<file path="config.mk">
export PLATFORM = sky130hd
export DESIGN_NAME = fifo_wr_arbiter
export DESIGN_NICKNAME = d
export VERILOG_FILES = /design/src/rtl/fifo_arb_pkg.sv /design/src/rtl/fifo_wr_arbiter_rr_pick.sv /design/src/rtl/fifo_wr_arbiter.sv
export SDC_FILE = /design/constraint.sdc
export NUM_CORES = 1
export LEC_CHECK = 0
export CAP_MARGIN = 20
export CORE_AREA = 4 4 68 76
export CTS_BUF_LIST = sky130_fd_sc_hd__clkbuf_8
export CTS_CLUSTER_SIZE = 10
export DETAILED_ROUTE_END_ITERATION = 6
export DIE_AREA = 0 0 72 80
export GPL_TIMING_DRIVEN = 0
export PLACE_DENSITY = 0.95
export SLEW_MARGIN = 20
export SYNTH_ARGS = -nofsm -noshare
export SYNTH_HDL_FRONTEND = slang
export SYNTH_SLANG_ARGS = --single-unit
</file>
<file path="constraint.sdc">
create_clock -name clk -period 4.2 [get_ports clk]
set_input_delay 0.42 -clock clk [delete_from_list [all_inputs] [get_ports clk]]
set_output_delay 0.42 -clock clk [all_outputs]
set_load 0.01 [all_outputs]
</file>
<file path="src/rtl/fifo_arb_pkg.sv">
// Shared definitions for the FIFO write-port arbiter: FSM encoding, the
// statistics counter width and a saturating-increment helper.
// Optional feature macro (used by fifo_wr_arbiter): FIFO_ARB_STATS_EN.
package fifo_arb_pkg;

    typedef enum logic {
        IDLE  = 1'b0,
        BURST = 1'b1
    } arb_state_e;

    localparam int                    STAT_WIDTH = 16;
    localparam logic [STAT_WIDTH-1:0] STAT_MAX   = 16'hFFFF;

    // Increment a beat counter, sticking at its maximum value
    function automatic logic [STAT_WIDTH-1:0] stat_sat_inc(input logic [STAT_WIDTH-1:0] v);
        return (v == STAT_MAX) ? v : (v + 16'd1);
    endfunction

endpackage

</file>
<file path="src/rtl/fifo_wr_arbiter_rr_pick.sv">
// Combinational rotated-priority finder: returns the first requester with
// its request set, scanning i_last+1, i_last+2, ... modulo N_REQ.
module rr_pick #(
    parameter int N_REQ = 4,
    parameter int IDX_W = $clog2(N_REQ)
) (
    input  logic [N_REQ-1:0] i_req,
    input  logic [IDX_W-1:0] i_last,
    output logic             o_found,
    output logic [IDX_W-1:0] o_winner
);

    logic [IDX_W-1:0] w_idx;

    // Walk from lowest to highest priority so the highest-priority hit is written last
    always_comb begin
        o_found  = 1'b0;
        o_winner = '0;
        w_idx    = '0;
        for (int k = N_REQ; k >= 1; k--) begin
            w_idx    = IDX_W'((int'(i_last) + k) % N_REQ);
            o_found  = o_found | i_req[w_idx];
            o_winner = i_req[w_idx] ? w_idx : o_winner;
        end
    end

endmodule

</file>
<file path="src/rtl/fifo_wr_arbiter.sv">
// Round-robin arbiter sharing one FIFO write port among N_REQ producers.
// An owner keeps the port for up to MAX_BURST beats; the datapath from the
// selected requester to the FIFO is combinational (zero added latency).
// Optional per-requester beat counters: define FIFO_ARB_STATS_EN.
module fifo_wr_arbiter
    import fifo_arb_pkg::*;
#(
    parameter int N_REQ      = 4,
    parameter int DATA_WIDTH = 8,
    parameter int MAX_BURST  = 4
) (
    input  logic                          clk,
    input  logic                          reset,
    input  logic [N_REQ-1:0]              req_vld,
    input  logic [N_REQ*DATA_WIDTH-1:0]   req_data,
    output logic [N_REQ-1:0]              req_ack,
    output logic [N_REQ-1:0]              gnt,
    output logic                          wr_en,
    output logic [DATA_WIDTH-1:0]         wr_data,
    input  logic                          wr_ready,
    output logic [N_REQ*STAT_WIDTH-1:0]   stat_cnt
);

    localparam int               IDX_W    = $clog2(N_REQ);
    localparam int               CNT_W    = $clog2(MAX_BURST + 1);
    localparam logic [CNT_W-1:0] CNT_MAX  = CNT_W'(MAX_BURST);
    localparam logic [IDX_W-1:0] LAST_RST = IDX_W'(N_REQ - 1);
    localparam logic [N_REQ-1:0] ONE_HOT0 = {{(N_REQ-1){1'b0}}, 1'b1};

    arb_state_e       r_state,      w_nxt_state;
    logic [IDX_W-1:0] r_owner,      w_nxt_owner;
    logic [IDX_W-1:0] r_last_owner, w_nxt_last;
    logic [CNT_W-1:0] r_beat_cnt,   w_nxt_cnt;

    logic             w_found;
    logic [IDX_W-1:0] w_winner;
    logic [IDX_W-1:0] w_sel;
    logic             w_xfer;
    logic [N_REQ-1:0] w_gnt;

    rr_pick #(
        .N_REQ (N_REQ),
        .IDX_W (IDX_W)
    ) u_rr_pick (
        .i_req    (req_vld),
        .i_last   (r_last_owner),
        .o_found  (w_found),
        .o_winner (w_winner)
    );

    // State register: FSM state, burst owner, rotation pointer and beat count
    always_ff @(posedge clk or negedge reset) begin
        if (!reset) begin
            r_state      <= IDLE;
            r_owner      <= '0;
            r_last_owner <= LAST_RST;
            r_beat_cnt   <= '0;
        end else begin
            r_state      <= w_nxt_state;
            r_owner      <= w_nxt_owner;
            r_last_owner <= w_nxt_last;
            r_beat_cnt   <= w_nxt_cnt;
        end
    end

    // Next-state logic: start, extend, stall or end a burst
    always_comb begin
        w_nxt_state = r_state;
        w_nxt_owner = r_owner;
        w_nxt_last  = r_last_owner;
        w_nxt_cnt   = r_beat_cnt;
        case (r_state)
            IDLE: begin
                if (w_found && wr_ready) begin
                    if (MAX_BURST == 1) begin
                        w_nxt_state = IDLE;
                        w_nxt_last  = w_winner;
                        w_nxt_cnt   = '0;
                    end else begin
                        w_nxt_state = BURST;
                        w_nxt_owner = w_winner;
                        w_nxt_cnt   = CNT_W'(1);
                    end
                end else begin
                    w_nxt_state = IDLE;
                end
            end
            BURST: begin
                if (req_vld[r_owner]) begin
                    if (wr_ready) begin
                        if ((r_beat_cnt + CNT_W'(1)) == CNT_MAX) begin
                            w_nxt_state = IDLE;
                            w_nxt_last  = r_owner;
                            w_nxt_cnt   = '0;
                        end else begin
                            w_nxt_cnt   = r_beat_cnt + CNT_W'(1);
                        end
                    end else begin
                        w_nxt_cnt = r_beat_cnt;
                    end
                end else begin
                    // Owner went quiet: give up the port, costing one idle cycle
                    w_nxt_state = IDLE;
                    w_nxt_last  = r_owner;
                    w_nxt_cnt   = '0;
                end
            end
            default: begin
                w_nxt_state = IDLE;
                w_nxt_last  = LAST_RST;
                w_nxt_cnt   = '0;
            end
        endcase
    end

    // Output decode: who is selected, whether a beat moves, and the grant vector
    always_comb begin
        w_sel  = r_owner;
        w_xfer = 1'b0;
        w_gnt  = '0;
        case (r_state)
            IDLE: begin
                w_sel  = w_winner;
                w_xfer = w_found & wr_ready;
                w_gnt  = w_xfer ? (ONE_HOT0 << w_winner) : '0;
            end
            BURST: begin
                w_sel  = r_owner;
                w_xfer = req_vld[r_owner] & wr_ready;
                w_gnt  = ONE_HOT0 << r_owner;
            end
            default: begin
                w_sel  = r_owner;
                w_xfer = 1'b0;
                w_gnt  = '0;
            end
        endcase
    end

    // Outputs are forced low while reset is held, even mid-burst
    assign wr_en   = w_xfer & reset;
    assign gnt     = reset ? w_gnt : '0;
    assign req_ack = wr_en ? (ONE_HOT0 << w_sel) : '0;
    assign wr_data = wr_en ? req_data[w_sel*DATA_WIDTH +: DATA_WIDTH] : '0;

`ifdef FIFO_ARB_STATS_EN
    logic [STAT_WIDTH-1:0] r_stat [N_REQ];

    // Per-requester saturating count of accepted beats, cleared only by reset
    always_ff @(posedge clk or negedge reset) begin
        if (!reset) begin
            for (int i = 0; i < N_REQ; i++) begin
                r_stat[i] <= '0;
            end
        end else begin
            for (int i = 0; i < N_REQ; i++) begin
                r_stat[i] <= req_ack[i] ? stat_sat_inc(r_stat[i]) : r_stat[i];
            end
        end
    end

    for (genvar g = 0; g < N_REQ; g++) begin : g_stat
        assign stat_cnt[g*STAT_WIDTH +: STAT_WIDTH] = r_stat[g];
    end
`else
    assign stat_cnt = '0;
`endif

endmodule
</file>
### After elaboration in Yosys (flattened, before gate mapping)

Index checks and enable logic that the tools add are counted.

| storage, ports and cells | value |
|---|---|
| bits in registers | 8 |
| input bits | 39 |
| output and inout bits | 81 |
| logic and storage cells | 68 |

| operators by class | value |
|---|---|
| $add $sub $neg | 5 |
| magnitude comparators | 5 |
| equal/unequal tests | 5 |
| shift operators | 4 |
| muxes and demuxes | 34 |
| bitwise gates (word level) | 7 |
| reductions and logical operators | 4 |

Operator list:

| operator | count |
|---|---|
| 32-bit by 6-bit indexed part select with 8-bit output | 1 |
| 2-bit by 3-bit < comparator with 1-bit output (second input constant) | 5 |
| 2-bit 2-to-1 mux | 7 |
| 3-bit 2-to-1 mux | 4 |
| 4-bit 2-to-1 mux | 3 |
| 1-bit by 2-bit left shift with 4-bit output (first input constant) | 3 |
| 1-bit binary-select mux with 2-bit select | 5 |
| 1-bit 2-to-1 mux | 9 |
| 8-bit 2-to-1 mux | 1 |
| 4-bit one-hot mux with 2 select lines | 1 |
| 3-bit one-hot mux with 2 select lines | 1 |
| 2-bit by 1-bit adder with 2-bit output (second input constant) | 2 |
| 2-bit adder (second input constant) | 2 |
| 2-bit inequality test (second input constant) | 2 |
| 1-bit one-hot mux with 2 select lines | 2 |
| 2-bit one-hot mux with 2 select lines | 1 |
| 2-bit AND reduction | 2 |
| 3-bit by 1-bit adder with 3-bit output (second input constant) | 1 |
| 1-bit bitwise AND | 3 |
| 3-bit == test (second input constant) | 1 |
| 3-bit inequality test (second input constant) | 1 |
| 1-bit OR | 3 |
| 3-bit AND reduction | 1 |
| 2-bit by 1-bit inequality test with 1-bit output (second input constant) | 1 |
| 2 further kinds | 2 |

### Logic depth before layout (Yosys ltp)

| logic depth | value |
|---|---|
| depth in word-level cells | 11 |
| depth in mapped cells | 6 |
| depth with buffers taken out | 6 |

### Hierarchy

From an unflattened synthesis, not the netlist that was laid out.

| unflattened totals | value |
|---|---|
| cells, all modules | 167 |
| area, all modules | 1445.1 um^2 |

By module, submodules not included:

| module | instances | cells an instance | area an instance (um^2) | seq. area each (um^2) |
|---|---|---|---|---|
| fifo_wr_arbiter | 1 | 153 | 1366.3 | 202.7 |
| rr_pick | 1 | 14 | 78.8 | 0.0 |

### Worst setup path before layout

Ideal clock, no wire load.

| timing path | value |
|---|---|
| path type | register -> output |
| start point | register r_last_owner[1] |
| end point | output wr_data[0] |
| arrival | 1.684 ns |
| data required time | 3.780 ns |
| setup slack | 2.096 ns |
| stages on the path, launching flop included | 6 |
| buffers on the path | 0 |
| cell sequence | dfstp_2 nor3b_4 a311o_2 a211oi_4 o21ai_0 a31oi_1 |

| on the way | value |
|---|---|
| word-level cells in the longest chain between the ends | 10 |
| elaborated cells between the ends (all ways) | 25 |
| those cells by class | add/sub: 4; shift: 1; mux: 15; bitwise: 5 |

Ends and longest elaborated chain:

| element | line | source |
|---|---|---|
| start: declaration | fifo_wr_arbiter.sv:32 | `logic [IDX_W-1:0] r_last_owner, w_nxt_last;` |
| start signal: assignment | fifo_wr_arbiter.sv:61 | `r_last_owner <= w_nxt_last;` |
| 2-bit by 1-bit adder with 2-bit output / 2-bit adder (equally long branches) | fifo_wr_arbiter_rr_pick.sv:21 | `w_idx = IDX_W'((int'(i_last) + k) % N_REQ);` |
| 1-bit binary-select mux with 2-bit select | fifo_wr_arbiter_rr_pick.sv:22, fifo_wr_arbiter_rr_pick.sv:23 |  |
| 1-bit 2-to-1 mux (implied by the code) | fifo_wr_arbiter_rr_pick.sv:22, fifo_wr_arbiter_rr_pick.sv:23 |  |
| 2-bit 2-to-1 mux / 1-bit OR (equally long branches) (3 in a row) | fifo_wr_arbiter_rr_pick.sv:23, fifo_wr_arbiter_rr_pick.sv:22 |  |
| 2-bit 2-to-1 mux / 1-bit bitwise AND (equally long branches) | fifo_wr_arbiter_rr_pick.sv:23, fifo_wr_arbiter.sv:124 |  |
| 2-bit one-hot mux with 2 select lines / 1-bit one-hot mux with 2 select lines (equally long branches) | fifo_wr_arbiter.sv:121 | `case (r_state)` |
| 32-bit by 6-bit indexed part select with 8-bit output / 1-bit bitwise AND (equally long branches) | fifo_wr_arbiter.sv:144, fifo_wr_arbiter.sv:141 |  |
| 8-bit 2-to-1 mux (*) | fifo_wr_arbiter.sv:144 | `assign wr_data = wr_en ? req_data[w_sel*DATA_WIDTH +: DATA_WIDTH] : '0;` |
| end: declaration | fifo_wr_arbiter.sv:19 | `output logic [DATA_WIDTH-1:0] wr_data,` |

Mark *: on every way between the ends. The rest lies on a longest branch, timed or not. The select of a mux whose other input is x is not followed.

### Worst setup path in the final report

| timing path | value |
|---|---|
| start point | input req_vld[1] |
| end point | output wr_data[2] |

| on the way | value |
|---|---|
| word-level cells in the longest chain between the ends | 9 |
| elaborated cells between the ends (all ways) | 24 |
| those cells by class | shift: 1; mux: 17; bitwise: 6 |

Ends and longest elaborated chain:

| element | line | source |
|---|---|---|
| start: declaration | fifo_wr_arbiter.sv:14 | `input logic [N_REQ-1:0] req_vld,` |
| 1-bit binary-select mux with 2-bit select | fifo_wr_arbiter_rr_pick.sv:22, fifo_wr_arbiter_rr_pick.sv:23 |  |
| 1-bit 2-to-1 mux (implied by the code) | fifo_wr_arbiter_rr_pick.sv:22, fifo_wr_arbiter_rr_pick.sv:23 |  |
| 2-bit 2-to-1 mux / 1-bit OR (equally long branches) (3 in a row) | fifo_wr_arbiter_rr_pick.sv:23, fifo_wr_arbiter_rr_pick.sv:22 |  |
| 2-bit 2-to-1 mux / 1-bit bitwise AND (equally long branches) | fifo_wr_arbiter_rr_pick.sv:23, fifo_wr_arbiter.sv:124 |  |
| 2-bit one-hot mux with 2 select lines / 1-bit one-hot mux with 2 select lines (equally long branches) | fifo_wr_arbiter.sv:121 |  |
| 32-bit by 6-bit indexed part select with 8-bit output / 1-bit bitwise AND (equally long branches) | fifo_wr_arbiter.sv:144, fifo_wr_arbiter.sv:141 |  |
| 8-bit 2-to-1 mux (*) | fifo_wr_arbiter.sv:144 |  |

Marks and branches as above.

==> flow_metrics.py <==
metrics = {
    "detailed_routing": {
        "drtIter0Drc": 139,
        "drt-pass1-iter-count": 4,
        "postRouteWirelength_um": 4820,
        "drc": 0,
        "vias_per_cell": 4.51,
        "via_count": 1810,
        "ant_nets": 0,
        "wl_per_cell_um": 12.0,
    },
    "finish": {
        "ff_latch_area_sq_um": 203,
        "n_antenna_cell": 0,
        "fillers": 384,
        "drive_gt1_share_pct": 25.6,
        "multi_input_area_sq_um": 1090,
        "area_delta_synth_final_pct": 55.2,
        "num-nets-final": 389,
    },
    "clock_tree": {
        "cts_resized": 0,
        "cts_buffers": 3,
        "clock_sinks": 8,
        "clk_path_buf_depth": 2,
        "post-cts-setup-buffers": 0,
        "root_buffer": "clkbuf_8",
        "clk_pin_slew_worst_paths_ns": 0.04,
        "cts_tree": "built",
        "hold_buffers": 0,
        "clkLatencyLatePin_ns": 0.23,
        "cts_max_level": 1,
    },
    "yosys": {
        "yosys_warnings": 0,
        "synth_commonest_cells": "buf_4 (65), nor2_1 (34), nand2_1 (15), o21ai_0 (10)",
        "synth_area_leaders": "buf_4 (30%), dfrtp_1 (9.2%), nor2_1 (7.8%)",
        "synth_top_cell_area_share_pct": 29.9,
        "synth_area_sq_um": 1630,
        "synth_area_leader_cell": "buf_4",
        "async_flop_share_pct": 100,
        "synth_cells": 225,
        "avgSynthCellArea_sq_um": 7.25,
        "synth_edf_count": 0,
        "synth-seq-cells": 8,
        "synth.most_common_cell": "buf_4",
        "yosysUniqueCellTypes": 51,
        "seq_area_frac_synth_pct": 12.4,
        "yosys_most_used_dff": "dfrtp_1",
    },
    "power": {
        "netSwitchingPower_uw": 515,
        "pwr-share-comb_pct": 75.9,
        "seqPwrFrac_pct": 15.4,
        "swShare_pct": 48.4,
        "p_leak_uw": 0.00123,
        "clkPwrFrac_pct": 8.7,
        "ir_drop_mv": 0.292,
        "p_int_uw": 550,
        "p_per_area_nw_per_um2": 421,
    },
    "placement": {
        "routabilityCongestion": 0.846,
        "io_buffers": 55,
        "dp_hpwl_um": 4050,
    },
    "setup_path": {
        "critPathLaunchType": "input pin",
        "critPathKind": "input pin to output pin",
        "worstPathRequired_ns": 3.78,
        "path_max_fanout": 9,
        "cp-end-kind": "output pin",
        "r2r_cells": 5,
        "critPathArrivalTime_ns": 2.91,
    },
    "timing": {
        "grt_setup_unrepaired": "false",
        "slew_violations": 0,
        "hold_ws_ns": 0.518,
        "finalHoldViolCount": 0,
        "slew_headroom_pct": 65.0,
        "fmax_ghz": 0.300,
        "final-setup-viol-count": 0,
        "fin_skew_ns": 0.00684,
        "tns_ns": 0,
        "period_needed_ns": 3.33,
        "fin_crit_sh_pct": 79.2,
        "worstMarginPinSlew_ns": 0.522,
    },
    "global_route": {
        "overflow": 0,
        "antenna_found_initial": 0,
        "track_usage_pct": 16.0,
        "met1_usage_pct": 19.2,
        "grt_max_degree": 14,
        "top_usage_layer": "met2",
        "grt_pass1_vias": 1701,
        "grt_pass1_wl_um": 7550,
        "gr-usage-met2_pct": 29.1,
        "grt_use_met3_pct": 2.14,
    },
    "floorplan": {
        "start_util_pct": 37.8,
        "die_width_um": 72,
        "die_h_um": 80,
        "fp.coreArea_sq_um": 4320,
        "io_pins": 120,
        "num_rows": 25,
        "dieArea_sq_um": 5760,
    },
    "run": {
        "maxCapViolCount": 0,
    },
    "worst_hold_path": {
        "whs_path_depth": 1,
        "hold_path.class": "flip-flop to flip-flop",
    },
    "status": {
        "outcome": "finished clean",
    },
}
-- through the flow --
| stage | setup WS, ns | cells | cell area (sq um) | total power (uW) | utilization, % |
|---|---|---|---|---|---|
| after floorplan | 2.10 | 288 | 1870 | 720 | - |
| after global placement | 0.945 | 397 | 2480 | 938 | 57.6 |
| after detailed placement | 0.886 | 397 | 2480 | 961 | 57.6 |
| after CTS | 0.887 | 401 | 2530 | 1060 | 58.6 |
| after global routing | 0.713 | 401 | 2530 | 1150 | 58.6 |
| final | 0.872 | 401 | 2530 | 1060 | 58.6 |
-- critical path, stage by stage --
cell	delay (ns)
clkdlybuf4s50_1	0.50
or2_1	0.29
a311o_2	0.42
a211oi_4	0.33
o21ai_0	0.16
a31oi_1	0.22
clkdlybuf4s50_1	0.56
-- layout make-up --
type | instances | share of cell area [%]
Buffer | 73 | 21.8
Clock buffer | 3 | 1.63
Clock inverter | 1 | 0.148
Inverter | 7 | 1.04
Multi-Input combinational cell | 200 | 43.0
Sequential cell | 8 | 8.01
Tap cell | 54 | 2.67
Timing Repair Buffer | 55 | 21.8
-- power groups by stage --
| stage | logic, uW | clock network, uW | registers, uW |
|---|---|---|---|
| final | 808 | 92.6 | 164 |
| after global routing | 885 | 98.5 | 170 |
| after CTS | 802 | 95.3 | 162 |
| after detailed placement | 797 | 0 | 164 |
| after global placement | 778 | 0 | 160 |
| after floorplan | 566 | 0 | 154 |
-- routing by layer --
metal	share of wire, %	vias to the layer above
li1	-	906
met1	39	800
met2	51	96
met3	8.2	8
met4	1.5	0
met5	0	-
-- state kept, by name, indices dropped and copies added, names as in the netlist --
register and count:
r_owner 2, r_last_owner 2, r_beat_cnt 3, r_state 1
-- kinds of logic after synthesis --
kind of cell    count (synthesis)  synth area share [%]
compound gates                 59                  25.9
xor+xnor                        1                 0.537
fa+ha+maj                       2                  1.53
buf+inv                        80                  35.4
flops                           8                  12.4
mux                             4                  3.38
other cells                     1                 0.230
simple gates                   70                  20.6
-- worst paths after layout --
kind,to,from,slack (ns)
setup reg to reg,r_owner[0]$_DFFE_PN0P_,r_last_owner[1]$_DFFE_PN1P_,2.45
min in group asynchronous,r_beat_cnt[2]$_DFFE_PN0P_,reset,0.54
setup / recovery,wr_data[2],req_vld[1],0.87
hold reg to reg,r_beat_cnt[2]$_DFFE_PN0P_,r_beat_cnt[2]$_DFFE_PN0P_,0.52
hold / removal,r_beat_cnt[2]$_DFFE_PN0P_,r_beat_cnt[2]$_DFFE_PN0P_,0.52
max in group asynchronous,r_last_owner[1]$_DFFE_PN1P_,reset,3.30
-- cell usage in the layout (no fill, tap or decap), types with 7 or more instances in the layout --
cell	n
nor2_1	34
inv_1	7
a311oi_1	8
nand2_1	15
o22ai_1	8
buf_4	65
conb_1	64
clkdlybuf4s50_1	55
a31oi_1	8
o21ai_0	10
No activity file was read; power rests on OpenSTA's default activity.
